--- src/rtl/hp_pkg.sv ---
// Shared types and colour constants for the HP bar controller.
package hp_pkg;

  typedef enum logic [1:0] {
    StOff,
    StGame,
    StInvuln,
    StDead
  } hp_state_e;

  localparam logic [11:0] C_FRAME = 12'hfff;
  localparam logic [11:0] C_OK    = 12'h0f0;
  localparam logic [11:0] C_LOW   = 12'hf00;

endpackage

--- src/rtl/hp_edge_det.sv ---
// Rising-edge detector: one-cycle pulse per low-to-high transition of sig_i.
module hp_edge_det (
  input  logic pclk,
  input  logic rst_n,
  input  logic sig_i,
  output logic rise_o
);

  logic sig_q;

  always_ff @(posedge pclk or negedge rst_n) begin
    if (!rst_n) begin
      sig_q <= 1'b0;
    end else begin
      sig_q <= sig_i;
    end
  end

  assign rise_o = sig_i & ~sig_q;

endmodule

--- src/rtl/hp_bar_ctrl.sv ---
// Player HP tracker with invulnerability frames, plus a framed HP-bar overlay
// inserted into the VGA pixel stream with one cycle of latency.
module hp_bar_ctrl
  import hp_pkg::*;
#(
  parameter int unsigned MAX_HP   = 5,
  parameter int unsigned SEG_W    = 60,
  parameter int unsigned BAR_LEFT = 361,
  parameter int unsigned BAR_TOP  = 737,
  parameter int unsigned BAR_H    = 50,
  parameter int unsigned BORDER   = 10,
  parameter int unsigned IFRAMES  = 60,
  parameter int unsigned LOW_HP   = 1,
  localparam int unsigned HPW     = $clog2(MAX_HP + 1)
) (
  input  logic           pclk,
  input  logic           rst_n,
  input  logic           game_on,
  input  logic           player_hit,
  input  logic           heal,
  input  logic [11:0]    hcount_in,
  input  logic [11:0]    vcount_in,
  input  logic           hsync_in,
  input  logic           vsync_in,
  input  logic           hblnk_in,
  input  logic           vblnk_in,
  input  logic [11:0]    rgb_in,
  output logic [11:0]    hcount_out,
  output logic [11:0]    vcount_out,
  output logic           hsync_out,
  output logic           vsync_out,
  output logic           hblnk_out,
  output logic           vblnk_out,
  output logic [11:0]    rgb_out,
  output logic [HPW-1:0] hp_out,
  output logic           invuln,
  output logic           game_over
);

  localparam int unsigned IcW   = $clog2(IFRAMES + 1);
  localparam int unsigned IntR  = BAR_LEFT + MAX_HP * SEG_W;

  localparam logic [11:0] XOutL = 12'(BAR_LEFT - BORDER);
  localparam logic [11:0] XOutR = 12'(IntR + BORDER);
  localparam logic [11:0] YOutT = 12'(BAR_TOP - BORDER);
  localparam logic [11:0] YOutB = 12'(BAR_TOP + BAR_H + BORDER);
  localparam logic [11:0] XIntL = 12'(BAR_LEFT);
  localparam logic [11:0] XIntR = 12'(IntR);
  localparam logic [11:0] YIntT = 12'(BAR_TOP);
  localparam logic [11:0] YIntB = 12'(BAR_TOP + BAR_H);

  localparam logic [HPW-1:0] HpMax = HPW'(MAX_HP);
  localparam logic [HPW-1:0] HpLow = HPW'(LOW_HP);

  hp_state_e      state_q;
  logic [HPW-1:0] hp_q;
  logic [IcW-1:0] icnt_q;
  logic [2:0]     blink_q;
  logic           invuln_q;
  logic           game_over_q;
  logic           vblnk_q;

  logic hit_rise;
  logic heal_rise;
  logic tick;

  hp_edge_det u_hit_edge (
    .pclk   (pclk),
    .rst_n  (rst_n),
    .sig_i  (player_hit),
    .rise_o (hit_rise)
  );

  hp_edge_det u_heal_edge (
    .pclk   (pclk),
    .rst_n  (rst_n),
    .sig_i  (heal),
    .rise_o (heal_rise)
  );

  assign tick = vblnk_in & ~vblnk_q;

  // game_on low overrides everything, including a hit or heal in the same cycle.
  always_ff @(posedge pclk or negedge rst_n) begin
    if (!rst_n) begin
      state_q     <= StOff;
      hp_q        <= HpMax;
      icnt_q      <= '0;
      blink_q     <= 3'd0;
      invuln_q    <= 1'b0;
      game_over_q <= 1'b0;
      vblnk_q     <= 1'b0;
    end else begin
      vblnk_q     <= vblnk_in;
      game_over_q <= 1'b0;
      if (tick) begin
        blink_q <= blink_q + 3'd1;
      end
      if (!game_on) begin
        state_q  <= StOff;
        hp_q     <= HpMax;
        icnt_q   <= '0;
        invuln_q <= 1'b0;
      end else begin
        unique case (state_q)
          StOff: begin
            state_q <= StGame;
          end
          StGame: begin
            if (hit_rise) begin
              hp_q <= hp_q - HPW'(1);
              if (hp_q == HPW'(1)) begin
                state_q     <= StDead;
                game_over_q <= 1'b1;
              end else begin
                state_q  <= StInvuln;
                icnt_q   <= IcW'(IFRAMES);
                invuln_q <= 1'b1;
              end
            end else if (heal_rise && (hp_q < HpMax)) begin
              hp_q <= hp_q + HPW'(1);
            end
          end
          StInvuln: begin
            if (heal_rise && (hp_q < HpMax)) begin
              hp_q <= hp_q + HPW'(1);
            end
            if (tick) begin
              if (icnt_q == IcW'(1)) begin
                state_q  <= StGame;
                icnt_q   <= '0;
                invuln_q <= 1'b0;
              end else begin
                icnt_q <= icnt_q - IcW'(1);
              end
            end
          end
          StDead: begin
          end
          default: begin
            state_q <= StOff;
          end
        endcase
      end
    end
  end

  logic [11:0] bar_end;
  logic        in_outer;
  logic        in_int;
  logic        in_bar;
  logic        bar_hidden;
  logic [11:0] rgb_d;

  assign bar_end    = XIntL + 12'(hp_q) * 12'(SEG_W);
  assign in_outer   = (hcount_in >= XOutL) && (hcount_in < XOutR) &&
                      (vcount_in >= YOutT) && (vcount_in < YOutB);
  assign in_int     = (hcount_in >= XIntL) && (hcount_in < XIntR) &&
                      (vcount_in >= YIntT) && (vcount_in < YIntB);
  assign in_bar     = (hcount_in >= XIntL) && (hcount_in < bar_end) &&
                      (vcount_in >= YIntT) && (vcount_in < YIntB);
  assign bar_hidden = (state_q == StInvuln) && blink_q[2];

  always_comb begin
    rgb_d = rgb_in;
    if (state_q != StOff) begin
      if (in_outer && !in_int) begin
        rgb_d = C_FRAME;
      end else if (in_bar && !bar_hidden) begin
        rgb_d = (hp_q > HpLow) ? C_OK : C_LOW;
      end
    end
  end

  always_ff @(posedge pclk or negedge rst_n) begin
    if (!rst_n) begin
      hcount_out <= 12'd0;
      vcount_out <= 12'd0;
      hsync_out  <= 1'b0;
      vsync_out  <= 1'b0;
      hblnk_out  <= 1'b0;
      vblnk_out  <= 1'b0;
      rgb_out    <= 12'd0;
    end else begin
      hcount_out <= hcount_in;
      vcount_out <= vcount_in;
      hsync_out  <= hsync_in;
      vsync_out  <= vsync_in;
      hblnk_out  <= hblnk_in;
      vblnk_out  <= vblnk_in;
      rgb_out    <= rgb_d;
    end
  end

  assign hp_out    = hp_q;
  assign invuln    = invuln_q;
  assign game_over = game_over_q;

endmodule
--- config.mk ---
export PLATFORM = sky130hd
export DESIGN_NAME = hp_bar_ctrl
export DESIGN_NICKNAME = d
export VERILOG_FILES = /design/src/rtl/hp_pkg.sv /design/src/rtl/hp_edge_det.sv /design/src/rtl/hp_bar_ctrl.sv
export SDC_FILE = /design/constraint.sdc
export NUM_CORES = 1
export LEC_CHECK = 0
export BUFFER_PORTS_ARGS = -buffer_cell sky130_fd_sc_hd__buf_4
export CORE_ASPECT_RATIO = 1.25
export CORE_UTILIZATION = 30
export CTS_BUF_LIST = sky130_fd_sc_hd__clkbuf_4
export DETAILED_ROUTE_END_ITERATION = 8
export GPL_ROUTABILITY_DRIVEN = 1
export GPL_TIMING_DRIVEN = 0
export PLACE_DENSITY_LB_ADDON = 0.12
export SLEW_MARGIN = 20
export SYNTH_ARGS = -nofsm -noshare
export SYNTH_HDL_FRONTEND = slang
export SYNTH_HIERARCHICAL = 1
export SYNTH_SLANG_ARGS = --single-unit
--- constraint.sdc ---
create_clock -name pclk -period 4.4 [get_ports pclk]
set_input_delay 0.66 -clock pclk [delete_from_list [all_inputs] [get_ports pclk]]
set_output_delay 0.66 -clock pclk [all_outputs]
set_load 0.01 [all_outputs]
==> results.toml <==
[outcome]
status = "completed"

[cts]
cts_buffers = 9
path_clk_slew_ns = 0.10
clockBufferDepth = 2
clockRootBuffer = "clkbuf_4"
clkSinkCount = 58
cts_tree = "built"
h-tree-depth = 3
clkLatencyLatePin_ns = 0.40

[timing]
max_freq_mhz = 237
worstMarginPinSlew_ns = 0.731
clock_skew_ns = 0.00884
setup_tns_ns = 0
finalWorstSetupSlack_ns = 0.183
setup_viol = 0
post-route-period-util_pct = 95.8
rsz0062_at_grt = "false"
slew-limit-headroom_pct = 51.3
finalHoldViolations = 0
post-route-min-period_ns = 4.22
slew_violations = 0

[detailed_routing]
drtIter0Drc = 95
final_antenna_net_count = 0
dr_total_vias = 2420
drc = 0
first_pass_iters = 4
routedWlPerCell_um = 14.0
vias_per_cell = 4.73
drt_wl_total_mm = 7.17

[synthesis]
yosys_warnings = 6
synth_seq_area_share_pct = 49.4
synth_edf_count = 0
syn_nets = 346
syn-instance-count = 273
ys_seq_elements = 58
postSynth.asyncResetShare_pct = 100
yosys_most_used_dff = "dfrtp_1"
avgSynthCellArea_um2 = 10.8
syn_area_um2 = 2940
yosysUniqueCellTypes = 54

[placement]
routabilityCongestion = 0.762
io_buffers = 89
hpwl_mm = 5.41
place_ws_ns = -0.0719
placed_cells = 488

[layout]
fillers = 932
seq_area_um2 = 1460
final_core_util_pct = 42.0
drive_above_1_share_pct = 34.5
nNetsFinal = 456
multi_input_area_um2 = 1430
syn2layout_area_growth_pct = 36.4
instances_no_fill = 512
insertedDiodeCount = 0

[global_route]
grt_overflow = 0
grt_pass1_wl_mm = 11.9
grt_pass1_vias = 2413
grt_antenna_before_repair = 0
grt_start_max_net_pins = 59
gr-usage-all-layers_pct = 14.9

[critical_path]
worst_ep_arrival_time_ns = 4.50
worst-path-max-fanout = 8
crit_family = "simple AND/OR/NAND/NOR gates"
slowest_delay_ns = 0.60
critical_path.slowest_cell = "or4_4"
end_kind = "flip-flop"
reg2reg_depth = 14
cp.depth = 14
rr_startpoint = "hp_out[1]"
worst-path-buf-inv = 2
worstPathRequired_ns = 4.68
startpoint = "hp_out[1]"
startpoint_type = "flip-flop"
cp_cell_sequence = "fa_1, ha_2, inv_1, fa_2, xor2_1, or3b_2, a21boi_2, ha_4, a21oi_2, o21ai_0, or4_4, buf_6, nand2_1, or3b_1"
critPathKind = "flip-flop to flip-flop"

[pwr]
max-vdd-ir-drop_mv = 0.134
p_per_area_nw_per_um2 = 424
leakage_uw = 0.00190

[floorplan]
die_area_um2 = 10200
pin_count = 90
rows = 40
die_x_um = 90.6
initial_utilization_pct = 30.8
fp.dieH_um = 113
core_um2 = 9560

[job]
cap_viol_max_count = 0

[hold_path]
hold_path_class = "input pin to asynchronous set/reset pin"
-- cells in the mapped netlist (2+ instances only) --
library cell	instances	share of area, %
nand3_1	4	0.68
a21o_1	3	0.77
o21ai_0	13	2.2
nor2b_4	2	0.94
dfrtp_1	56	48
nor2_1	22	2.8
inv_1	17	2.2
xnor2_1	6	1.8
a31oi_1	3	0.64
xor2_1	3	0.89
dfstp_2	2	1.8
or3b_1	4	1.2
o21bai_1	6	1.5
fa_1	3	2.0
a21o_2	2	0.60
a21oi_1	23	3.9
o211ai_1	2	0.51
nor3_1	5	0.85
and3_1	2	0.43
a211oi_1	3	0.77
nand2b_1	3	0.64
nor4_1	4	0.85
ha_1	25	11
nand4_1	3	0.64
nor2b_1	5	1.1
nand2_1	19	2.4
o22a_1	3	0.89
or3_1	3	0.64
a2111oi_0	2	0.60
-- area by class of cell --
class                   count  share of cell area (%)
clock inverters             4                    1.71
multi-input cells         195                    35.6
flip-flops and latches     58                    36.3
inverters                  17                    1.59
plain buffers               3                   0.499
well taps                 126                    3.93
clock buffers              10                    1.87
repair buffers             99                    18.5
-- flip-flops by register name, summed over array words and instances (netlist names) --
name               count
hp_out                 3
blink_q                3
vblnk_out              1
icnt_q                 6
hblnk_out              1
rgb_out               12
game_over              1
vcount_out            12
hcount_out            12
u_heal_edge/sig_q      1
u_hit_edge/sig_q       1
hsync_out              1
state_q                2
vsync_out              1
invuln                 1
-- metrics by stage --
step           total power, µW  hold slack (ns)  cell area (µm²)
6_report                  1700            0.316             4010
5_1_grt                   1850            0.330             4010
4_1_cts                   1690            0.323             3910
3_5_place_dp              1260            0.487             3770
3_3_place_gp              1240            0.467             3770
2_1_floorplan             1050            0.364             2940
-- kinds of logic (layout without fill, tap and decap cells) --
family | count (synthesis) | after routing | share of synthesized area, %
AND/OR/NAND/NOR | 82 | 82 | 14.9
XOR/XNOR | 9 | 9 | 2.68
AO/OA/AOI/OAI | 75 | 75 | 17.1
buffers and inverters | 20 | 133 | 2.85
flip-flops | 58 | 58 | 49.4
adder cells (fa/ha/maj) | 28 | 28 | 12.7
multiplexers | 1 | 1 | 0.383
-- power breakdown --
group          switching (µW)  total [µW]  internal [µW]
clock                     186         414            228
combinational             326         629            303
sequential               58.7         661            602
-- per-layer routing --
metal / share of wire [%] / vias to the layer above / GRT usage [%]
met5: 0 / - / 0
met2: 52 / 72 / 26.4
met4: 1.8 / 0 / 6.45
li1: - / 1196 / -
met1: 41 / 1138 / 16.9
met3: 5.8 / 14 / 3.83
-- cells in the final DEF, fill, tap and decap left out, drive strengths merged, types with 3 or more instances in the layout --
master / instances
nor3: 5
nor2: 22
or3b: 5
nor2b: 8
or3: 3
dfrtp: 56
nand2: 19
buf: 101
o21bai: 6
clkbuf: 11
a21oi: 23
a31oi: 3
ha: 25
xor2: 3
nand3: 4
nand2b: 3
a211oi: 4
a21o: 5
o21ai: 14
o22a: 3
nor4: 4
nand4: 3
xnor2: 6
fa: 3
inv: 17
-- worst paths after layout --
check                           endpoint  slack [ns]
max                           rgb_out[6]        0.18
min                        vcount_out[7]        0.32
max reg2reg                   rgb_out[6]        0.18
min reg2reg                   blink_q[0]        0.49
max in group asynchronous      hp_out[1]        3.57
min in group pclk              hsync_out        0.37
-- timing repair --
action / CTS / global route
buffers inserted: 0 / 10
pin swaps: 0 / 4
hold buffers: 0 / 0
setup endpoints to repair: 8 / 8
gates resized for setup: 2 / 5
hold endpoints to repair: 0 / 0
No activity file was read; power rests on OpenSTA's default activity.
